--- config.mk ---
export PLATFORM = sky130hd
export DESIGN_NAME = rtttl_poly_sequencer
export DESIGN_NICKNAME = d
export VERILOG_FILES = /design/src/rtl/rtttl_pkg.sv /design/src/rtl/rtttl_voice.sv /design/src/rtl/rtttl_poly_sequencer.sv
export SDC_FILE = /design/constraint.sdc
export NUM_CORES = 1
export LEC_CHECK = 0
export CORE_MARGIN = 2
export CORE_UTILIZATION = 44
export DETAILED_ROUTE_END_ITERATION = 8
export PLACE_DENSITY_LB_ADDON = 0.1
export SETUP_SLACK_MARGIN = 0.3
export SYNTH_ARGS = -nofsm -noshare
export SYNTH_HDL_FRONTEND = slang
export SYNTH_HIERARCHICAL = 1
export SYNTH_SLANG_ARGS = --single-unit
--- constraint.sdc ---
create_clock -name clk -period 4.2 [get_ports clk]
set_input_delay 0.63 -clock clk [delete_from_list [all_inputs] [get_ports clk]]
set_output_delay 0.63 -clock clk [all_outputs]
set_load 0.005 [all_outputs]
--- src/rtl/rtttl_pkg.sv ---
// rtttl_pkg: shared definitions for the polyphonic RTTTL sequencer.
// Event word layout, note codes, duration codes and the voice FSM states.
package rtttl_pkg;

    localparam int EV_W       = 12;
    localparam int EV_NOTE_LSB = 0;
    localparam int EV_NOTE_W  = 4;
    localparam int EV_OCT_LSB = 4;
    localparam int EV_OCT_W   = 3;
    localparam int EV_DUR_LSB = 7;
    localparam int EV_DUR_W   = 3;
    localparam int EV_DOT_BIT = 10;

    localparam logic [3:0] NOTE_REST = 4'd0;
    localparam logic [3:0] NOTE_LAST = 4'd12;
    localparam logic [3:0] NOTE_END  = 4'd15;

    localparam logic [2:0] DUR_WHOLE   = 3'd0;
    localparam logic [2:0] DUR_HALF    = 3'd1;
    localparam logic [2:0] DUR_QUARTER = 3'd2;
    localparam logic [2:0] DUR_EIGHTH  = 3'd3;
    localparam logic [2:0] DUR_16TH    = 3'd4;
    localparam logic [2:0] DUR_32ND    = 3'd5;

    // Longest event is a dotted whole: 48 units.
    localparam int UNITS_W = 6;

    typedef enum logic [2:0] {
        IDLE,
        FETCH,
        DECODE,
        PLAY,
        FIN
    } voice_state_t;

    function automatic logic [UNITS_W-1:0] ev_units(
        input logic [2:0] d,
        input logic       dot
    );
        logic [UNITS_W-1:0] u;
        if (d >= DUR_32ND)
            u = 6'd1;
        else
            u = 6'd32 >> d;
        if (dot)
            u = u + (u >> 1);
        return u;
    endfunction

endpackage

--- src/rtl/rtttl_voice.sv ---
// rtttl_voice: one sequencer channel (fetch/decode/play FSM with duration counters).
// Ports: clk, rst, i_go/i_abort/i_restart/i_finish controls, i_tdiv, i_rom_data;
//        o_rom_addr, o_octave, o_note, o_gate, o_fin (in FIN or decoding END).
module rtttl_voice
    import rtttl_pkg::*;
#(
    parameter int ADDR_W = 8,
    parameter int TICK_W = 20
) (
    input  logic              clk,
    input  logic              rst,
    input  logic              i_go,
    input  logic              i_abort,
    input  logic              i_restart,
    input  logic              i_finish,
    input  logic [TICK_W-1:0] i_tdiv,
    input  logic [EV_W-1:0]   i_rom_data,
    output logic [ADDR_W-1:0] o_rom_addr,
    output logic [3:0]        o_octave,
    output logic [15:0]       o_note,
    output logic              o_gate,
    output logic              o_fin
);

    voice_state_t         r_state;
    logic [ADDR_W-1:0]    r_addr;
    logic [3:0]           r_oct;
    logic [15:0]          r_note;
    logic                 r_gate;
    logic [UNITS_W-1:0]   r_units;
    logic [TICK_W-1:0]    r_sub;

    logic [3:0]           w_ev_note;
    logic [2:0]           w_ev_oct;
    logic                 w_is_end;
    logic                 w_is_rest;
    logic [UNITS_W-1:0]   w_units;
    logic                 w_unused_rsvd;

    assign w_ev_note = i_rom_data[EV_NOTE_LSB +: EV_NOTE_W];
    assign w_ev_oct  = i_rom_data[EV_OCT_LSB +: EV_OCT_W];
    assign w_is_end  = (w_ev_note == NOTE_END);
    assign w_is_rest = (w_ev_note == NOTE_REST) || (w_ev_note > NOTE_LAST);
    assign w_units   = ev_units(i_rom_data[EV_DUR_LSB +: EV_DUR_W],
                                i_rom_data[EV_DOT_BIT]);
    assign w_unused_rsvd = i_rom_data[EV_W-1];

    // Reporting END during DECODE lets the controller act on the same edge,
    // so completion lands one cycle after the last END is decoded.
    assign o_fin = (r_state == FIN) || ((r_state == DECODE) && w_is_end);

    assign o_rom_addr = r_addr;
    assign o_octave   = r_oct;
    assign o_note     = r_note;
    assign o_gate     = r_gate;

    always_ff @(posedge clk) begin
        if (rst) begin
            r_state <= IDLE;
            r_addr  <= '0;
            r_oct   <= '0;
            r_note  <= '0;
            r_gate  <= 1'b0;
            r_units <= '0;
            r_sub   <= '0;
        end else if (i_abort) begin
            r_state <= IDLE;
            r_addr  <= '0;
            r_gate  <= 1'b0;
        end else if (i_finish) begin
            r_state <= IDLE;
            r_gate  <= 1'b0;
        end else if (i_restart) begin
            r_state <= FETCH;
            r_addr  <= '0;
        end else begin
            unique case (r_state)
                IDLE: begin
                    if (i_go) begin
                        r_state <= FETCH;
                        r_addr  <= '0;
                    end
                end
                FETCH: r_state <= DECODE;
                DECODE: begin
                    if (w_is_end) begin
                        r_state <= FIN;
                    end else begin
                        r_state <= PLAY;
                        r_addr  <= r_addr + ADDR_W'(1);
                        r_units <= w_units - UNITS_W'(1);
                        r_sub   <= i_tdiv - TICK_W'(1);
                        if (w_is_rest) begin
                            r_oct  <= 4'd0;
                            r_note <= 16'h0001;
                            r_gate <= 1'b0;
                        end else begin
                            r_oct  <= {1'b0, w_ev_oct};
                            r_note <= 16'd1 << w_ev_note;
                            r_gate <= 1'b1;
                        end
                    end
                end
                PLAY: begin
                    if (r_sub == '0) begin
                        if (r_units == '0) begin
                            r_state <= FETCH;
                        end else begin
                            r_units <= r_units - UNITS_W'(1);
                            r_sub   <= i_tdiv - TICK_W'(1);
                        end
                    end else begin
                        r_sub <= r_sub - TICK_W'(1);
                    end
                end
                FIN: r_state <= FIN;
                default: r_state <= IDLE;
            endcase
        end
    end

endmodule

--- src/rtl/rtttl_poly_sequencer.sv ---
// rtttl_poly_sequencer: NUM_CH-voice RTTTL player with start/stop/loop control.
// Ports: clk, rst, start, stop, loop_en, tick_div, rom_data in;
//        rom_addr, octave, note, gate (per channel), busy, done out.
module rtttl_poly_sequencer
    import rtttl_pkg::*;
#(
    parameter int NUM_CH = 2,
    parameter int ADDR_W = 8,
    parameter int TICK_W = 20
) (
    input  logic                     clk,
    input  logic                     rst,
    input  logic                     start,
    input  logic                     stop,
    input  logic                     loop_en,
    input  logic [TICK_W-1:0]        tick_div,
    output logic [NUM_CH*ADDR_W-1:0] rom_addr,
    input  logic [NUM_CH*EV_W-1:0]   rom_data,
    output logic [NUM_CH*4-1:0]      octave,
    output logic [NUM_CH*16-1:0]     note,
    output logic [NUM_CH-1:0]        gate,
    output logic                     busy,
    output logic                     done
);

    logic              r_busy;
    logic              r_done;
    logic              r_loop;
    logic [TICK_W-1:0] r_tdiv;

    logic [NUM_CH-1:0] w_fin;
    logic              w_all_fin;
    logic              w_accept;
    logic              w_finish;
    logic              w_restart;

    assign w_all_fin = r_busy && (&w_fin);
    assign w_accept  = start && !r_busy && !stop;
    assign w_finish  = w_all_fin && !r_loop && !stop;
    assign w_restart = w_all_fin && r_loop && !stop;

    assign busy = r_busy;
    assign done = r_done;

    always_ff @(posedge clk) begin
        if (rst) begin
            r_busy <= 1'b0;
            r_done <= 1'b0;
            r_loop <= 1'b0;
            r_tdiv <= TICK_W'(1);
        end else begin
            r_done <= 1'b0;
            if (stop) begin
                r_busy <= 1'b0;
            end else if (w_accept) begin
                r_busy <= 1'b1;
                r_loop <= loop_en;
                // A zero divider would never expire; run it as 1.
                r_tdiv <= (tick_div == '0) ? TICK_W'(1) : tick_div;
            end else if (w_finish) begin
                r_busy <= 1'b0;
                r_done <= 1'b1;
            end
        end
    end

    for (genvar c = 0; c < NUM_CH; c++) begin : g_ch
        rtttl_voice #(
            .ADDR_W (ADDR_W),
            .TICK_W (TICK_W)
        ) u_voice (
            .clk        (clk),
            .rst        (rst),
            .i_go       (w_accept),
            .i_abort    (stop),
            .i_restart  (w_restart),
            .i_finish   (w_finish),
            .i_tdiv     (r_tdiv),
            .i_rom_data (rom_data[c*EV_W +: EV_W]),
            .o_rom_addr (rom_addr[c*ADDR_W +: ADDR_W]),
            .o_octave   (octave[c*4 +: 4]),
            .o_note     (note[c*16 +: 16]),
            .o_gate     (gate[c]),
            .o_fin      (w_fin[c])
        );
    end

endmodule

Yosys cells after proc, flatten, opt, wreduce, memory -nomap -nowiden
Index checks and enable logic that the tools add are counted.
{ "classes": {"n_addsub": 11, "order_cmp": 4, "eq_ne": 30, "shift": 4, "mux": 48, "bitwise": 5, "reduce_logical": 50} }
{ "ops": {"columns": ["op", "count"], "rows": [
  ["20-bit 2-to-1 mux", 7],
  ["20-bit case mux with 2 select lines", 2],
  ["20-bit logical NOT", 3],
  ["6-bit 2-to-1 mux", 10],
  ["20-bit by 1-bit subtractor with 20-bit output (second input constant)", 3],
  ["8-bit 2-to-1 mux", 5],
  ["16-bit 2-to-1 mux", 2],
  ["8-bit case mux with 2 select lines", 2],
  ["1-bit by 4-bit left shift with 16-bit output (first input constant)", 2],
  ["3-bit case mux with 5 select lines", 2],
  ["3-bit 2-to-1 mux", 9],
  ["6-bit case mux with 2 select lines", 2],
  ["6-bit by 1-bit subtractor with 6-bit output (second input constant)", 4],
  ["3-bit AND reduction", 6],
  ["8-bit by 1-bit adder with 8-bit output (second input constant)", 2],
  ["7-bit AND reduction", 2],
  ["6-bit by 5-bit adder with 6-bit output", 2],
  ["3-bit by 2-bit equality test with 1-bit output (second input constant)", 4],
  ["6-bit logical NOT", 2],
  ["3-bit inequality test (second input constant)", 4],
  ["6-bit AND reduction", 2],
  ["6-bit by 3-bit right shift with 6-bit output (first input constant)", 2],
  ["2-bit by 1-bit inequality test with 1-bit output (second input constant)", 5],
  ["2-bit inequality test (second input constant)", 5],
  ["22 further kinds", 63]
]} }
{ "totals": {"ff_bits": 139, "in_bits": 49, "out_inout_bits": 60} }

Logic depth before layout (Yosys ltp)
{ "logic_depth": {"word_depth": 9, "depth_mapped": 15, "ltp_nobuf": 12} }

Modules after synthesis
Netlist, hierarchy kept.
{ "modules_own_cells": {"columns": ["module", "instances", "cells_per_inst", "area_per_inst_um2"], "rows": [
  ["rtttl_voice at g_ch[1].u_voice", 1, 487, 3691.0],
  ["rtttl_voice at g_ch[0].u_voice", 1, 477, 3570.9],
  ["rtttl_poly_sequencer", 1, 108, 863.3]
]} }

Worst setup path before layout
OpenSTA, ideal clock, no wires.
{ "synth_timing": {"path_type": "input to register", "startpoint": "input port rom_data[2]", "endpoint": "register g_ch[0].u_voice.r_sub[3]", "setup_ps": 70, "arrival_ps": 3077, "t_required_ps": 4130, "slack_ps": 1053, "cell_stages": 12, "path_cell_list": "clkbuf_1 -> nand4_1 -> nor3_1 -> a21oi_1 -> nor2_1 -> nand4b_1 -> nor2_1 -> nor3_1 -> o21ai_1 -> clkbuf_1 -> o21ai_0 -> a21oi_1"} }
{ "synth_between": {"elab_chain_cells": 9, "elab_cells_between_ends": 13, "classes_between": "2 x eq/ne; 2 x bitwise; 9 x reduce/logical"} }
{ "synth_lines": {"columns": ["element", "line_no", "rtl"], "rows": [
  ["from (decl)", "rtttl_poly_sequencer.sv:18", "input logic [NUM_CH*EV_W-1:0] rom_data,"],
  ["4-bit equality test", "rtttl_voice.sv:42", "assign w_is_end = (w_ev_note == NOTE_END);"],
  ["1-bit logical AND", "rtttl_voice.sv:50", "assign o_fin = (r_state == FIN) || ((r_state == DECODE) && w_is_end);"],
  ["1-bit logical OR", "rtttl_voice.sv:50", null],
  ["via w_fin[0]", "rtttl_poly_sequencer.sv:31", "logic [NUM_CH-1:0] w_fin;"],
  ["2-bit AND reduction", "rtttl_poly_sequencer.sv:37", "assign w_all_fin = r_busy && (&w_fin);"],
  ["1-bit logical AND", "rtttl_poly_sequencer.sv:37", null],
  ["1-bit logical AND (2 in a row)", "rtttl_poly_sequencer.sv:40", "assign w_restart = w_all_fin && r_loop && !stop;"],
  ["via w_restart", "rtttl_poly_sequencer.sv:35", "logic w_restart;"],
  ["1-bit inverter (no source line)", null, null],
  ["6-bit AND reduction (no source line)", null, null],
  ["to (signal assigned)", "rtttl_voice.sv:92", "r_sub <= i_tdiv - TICK_W'(1);"],
  ["to (signal assigned)", "rtttl_voice.sv:110", "r_sub <= i_tdiv - TICK_W'(1);"],
  ["to (signal assigned)", "rtttl_voice.sv:113", "r_sub <= r_sub - TICK_W'(1);"],
  ["to (decl)", "rtttl_voice.sv:31", "logic [TICK_W-1:0] r_sub;"]
]} }
The timed path passes the listed nets, and every way through them passes these cells.
A chain may end at the register's enable or synchronous reset.

Worst setup path after layout
{ "layout_timing": {"startpoint": "input port rom_data[15]", "endpoint": "register g_ch[0].u_voice.r_sub[0]"} }
Same word-level chain as after synthesis.

==> summary.txt <==
Run status
  – Outcome: finished, final reports clean

Setup path
  – Max stage delay on crit path: 0.60 ns
  – CP max FO: 12
  – Worst Setup EP: g_ch[0].u_voice/r_sub[0]
  – Worst R2R Setup Slack: 1.36 ns
  – Worst r2r path cells: 11
  – Most frequent CP cell: o21ai_1
  – R2r startpoint: g_ch[0].u_voice/r_state[1]
  – Max stage delay cell, worst path: clkdlybuf4s50_1
  – Worst EP arrival: 3.64 ns
  – Crit. End Element: flip-flop
  – Worst EP required: 4.54 ns
  – Setup CP Type: input port to flip-flop
  – CP Launch Type: input port
  – Crit path from: rom_data[15]
  – Crit path cell chain: clkdlybuf4s50_1, and4_1, nand3b_1, a21oi_1, nand4b_1, nor2_1, buf_4, nor3_1, o21ai_1, a21oi_2, o21ai_1, a221oi_2
  – RR Endpoint: g_ch[0].u_voice/r_sub[0]

Cells and area
  – Final nets: 1223
  – Most frequent cells in the layout: dfxtp_1 (137), nor2_1 (130), nand2_1 (123)
  – Share of post-route cells with drive strength above 1: just under 7%
  – Final core utilization: 55.4%
  – Diode count: 0
  – Design Area, Final: 0.00999 sq mm
  – Count of non-filler cells in the finished layout: 1396
  – Area delta synth->final: 22.9%
  – Most common cell after layout, fill and taps aside: dfxtp_1

Floorplanning
  – Site Rows: 49
  – Die width: 140 um
  – Die area: 0.0196 sq mm
  – Die Y: 140 um
  – Core area: between 0.015 and 0.02 sq mm
  – Initial Util: a little under half
  – IO Count: between 100 and 150

Route
  – Number of vias per cell: 5.65
  – Via count: 7884
  – Initial drt markers: 430
  – Antenna viol nets, final: 0
  – Router iterations before antenna repair: 5
  – Routed wire per std cell: 15.2 um
  – DRC errors left: 0
  – Routed wire length: ~21000 um

STA
  – Max-slew violations: 0
  – Max Freq: 0.303 GHz
  – Period minus WS final: 3.30 ns
  – Setup_tns: 0 ns
  – RSZ-0062 raised after global routing: false
  – Crit share post-route: between 70% and 80%
  – Setup Skew: 0.00584 ns
  – # setup viols final: 0
  – Least-Margin Pin Slew: roughly 1.1 ns
  – Final Hold Fails: 0
  – Relative max-transition margin: 24.0%
  – Final Hold Slack: roughly 0.45 ns
  – PnR worst setup slack: 0.897 ns

Min path
  – Hold Path Class: flip-flop to flip-flop

Synthesis
  – Ys Warns: 6
  – Synth Area per Inst: roughly 7.6 sq um
  – Seq cells post-synth: 137
  – Mapped Cells: 1072
  – Register area share after synthesis: 33.8%
  – Synth cell types: 84
  – Synthesized area: roughly 0.008 sq mm
  – Synthesized net count: 1141
  – Post-synth EDFFs: 0
  – Main flop type after synthesis: dfxtp_1
  – Post-synth ARST share: 0%

Global routing
  – Gr ovfl total: 0
  – Vias in the first global route: 7416
  – Global-route wire length before repair: 36200 um
  – Total track usage: 22.0%
  – Initial antenna violation count: 0
  – Largest net degree at the start of global routing: 66

Placement
  – Placed instance count: 1364
  – Area of placed instances: about 0.0093 sq mm
  – Pre-CTS setup slack: 0.471 ns
  – Gp weighted congestion: roughly 0.84
  – Port bufs: roughly 100
  – Hpwl dp: 15200 um

Clock network
  – CTS hold repair buffers: 0
  – # clock sinks: 137
  – Post-CTS sizing: 0
  – Clk buf depth: 2
  – CTS tree: built
  – Total CTS buffers: 17
  – Clock Latency Late Sink: 0.42 ns
  – Clk root buf: clkbuf_16
  – H-tree depth: 4
  – Post-CTS Setup Bufs: 0
  – Clock-pin slew on the worst setup and hold paths: 0.06 ns

Power
  – Max VDD drop: around 0.31 mV
  – Leak: 3.60 nW
  – Pwr Total: ~3.3 mW
  – PwrDens: between 300 and 400 mW/mm^2

Run
  – Maxcap violations: 0
state kept, by name, indices dropped and copies added (netlist names):
| signal | count |
|---|---|
| g_ch.u_voice/o_octave | 6 |
| busy | 1 |
| r_tdiv | 20 |
| g_ch.u_voice/o_gate | 2 |
| g_ch.u_voice/r_sub | 40 |
| g_ch.u_voice/o_rom_addr | 16 |
| g_ch.u_voice/o_note | 32 |
| r_loop | 1 |
| g_ch.u_voice/r_state | 6 |
| g_ch.u_voice/r_units | 12 |
| done | 1 |
critical path, delay by kind of cell:
kind | cells | cell delay [ns]
AND/OR/NAND/NOR | 5 | 1.01
buffers and inverters | 2 | 0.77
AO/OA/AOI/OAI | 5 | 1.23
routing by layer:
layer	up-vias	track usage (%)	part of all wire, %
met3	18	5.13	4.2
met1	3675	29.2	48
met5	-	0	0
li1	4056	-	-
met4	0	6.21	1.1
met2	135	35.9	47
how the worst min path moves through the flow:
stage	from	end	slack [ns]	cells past startpoint
6_report	g_ch[0].u_voice/o_note[12]	g_ch[0].u_voice/o_note[12]	0.45	2
3_3_place_gp	g_ch[0].u_voice/o_octave[0]	g_ch[0].u_voice/o_octave[0]	0.44	2
5_1_grt	g_ch[1].u_voice/o_note[8]	g_ch[1].u_voice/o_note[8]	0.47	2
3_5_place_dp	g_ch[0].u_voice/o_note[12]	g_ch[0].u_voice/o_note[12]	0.45	2
4_1_cts	g_ch[0].u_voice/o_octave[0]	g_ch[0].u_voice/o_octave[0]	0.45	2
2_1_floorplan	g_ch[1].u_voice/r_sub[15]	g_ch[1].u_voice/r_sub[15]	0.44	2
layout make-up:
type	instances	area, sq um
Fill cell	1730	8040
Multi-Input combinational cell	856	5050
Sequential cell	137	2740
Timing Repair Buffer	121	1170
Clock buffer	18	439
Tap cell	229	287
Clock inverter	14	219
Inverter	21	78.8
synthesized netlist by cell type, types with 5 or more instances:
cell type,number,area [sq um]
nand4b_1,6,52.6
nand3_1,31,155
nor3b_1,13,97.6
o211ai_1,9,67.6
nand3b_1,5,37.5
ha_1,19,238
o21ai_1,18,90.1
nand2_1,123,462
o21ai_0,49,245
nor3_1,49,245
or3_1,17,106
a211oi_1,11,82.6
or4_1,16,120
mux2i_1,10,100
nor2_1,130,488
xnor2_1,20,175
xor2_1,31,272
buf_2,10,50.1
nor4_1,28,175
clkbuf_1,42,158
inv_1,20,75.1
o31ai_1,6,45.0
and3_1,14,87.6
nand2b_1,14,87.6
dfxtp_1,137,2740
a31oi_1,11,68.8
and2_1,6,37.5
a21oi_1,110,551
nand4_1,23,144
kinds of logic after synthesis:
| group | Yosys count | synth area share (%) |
|---|---|---|
| and+or+nand+nor | 506 | 31.9 |
| adders and majority gates | 20 | 3.17 |
| AOI/OAI and AO/OA | 266 | 20.0 |
| DFF | 137 | 33.8 |
| buffers and inverters | 79 | 4.17 |
| xor gates and xnor gates | 51 | 5.50 |
| other | 2 | 0.0924 |
| muxes | 11 | 1.37 |
power breakdown:
group          switching, mW  internal, mW  leakage (nW)  total (mW)
Clock                  0.601          1.07         0.317        1.67
Sequential            0.0308          1.31          1.11        1.34
Combinational          0.175         0.133          2.17       0.308
Total                  0.807          2.52          3.60        3.33
Power figures use the tool's default switching activity.
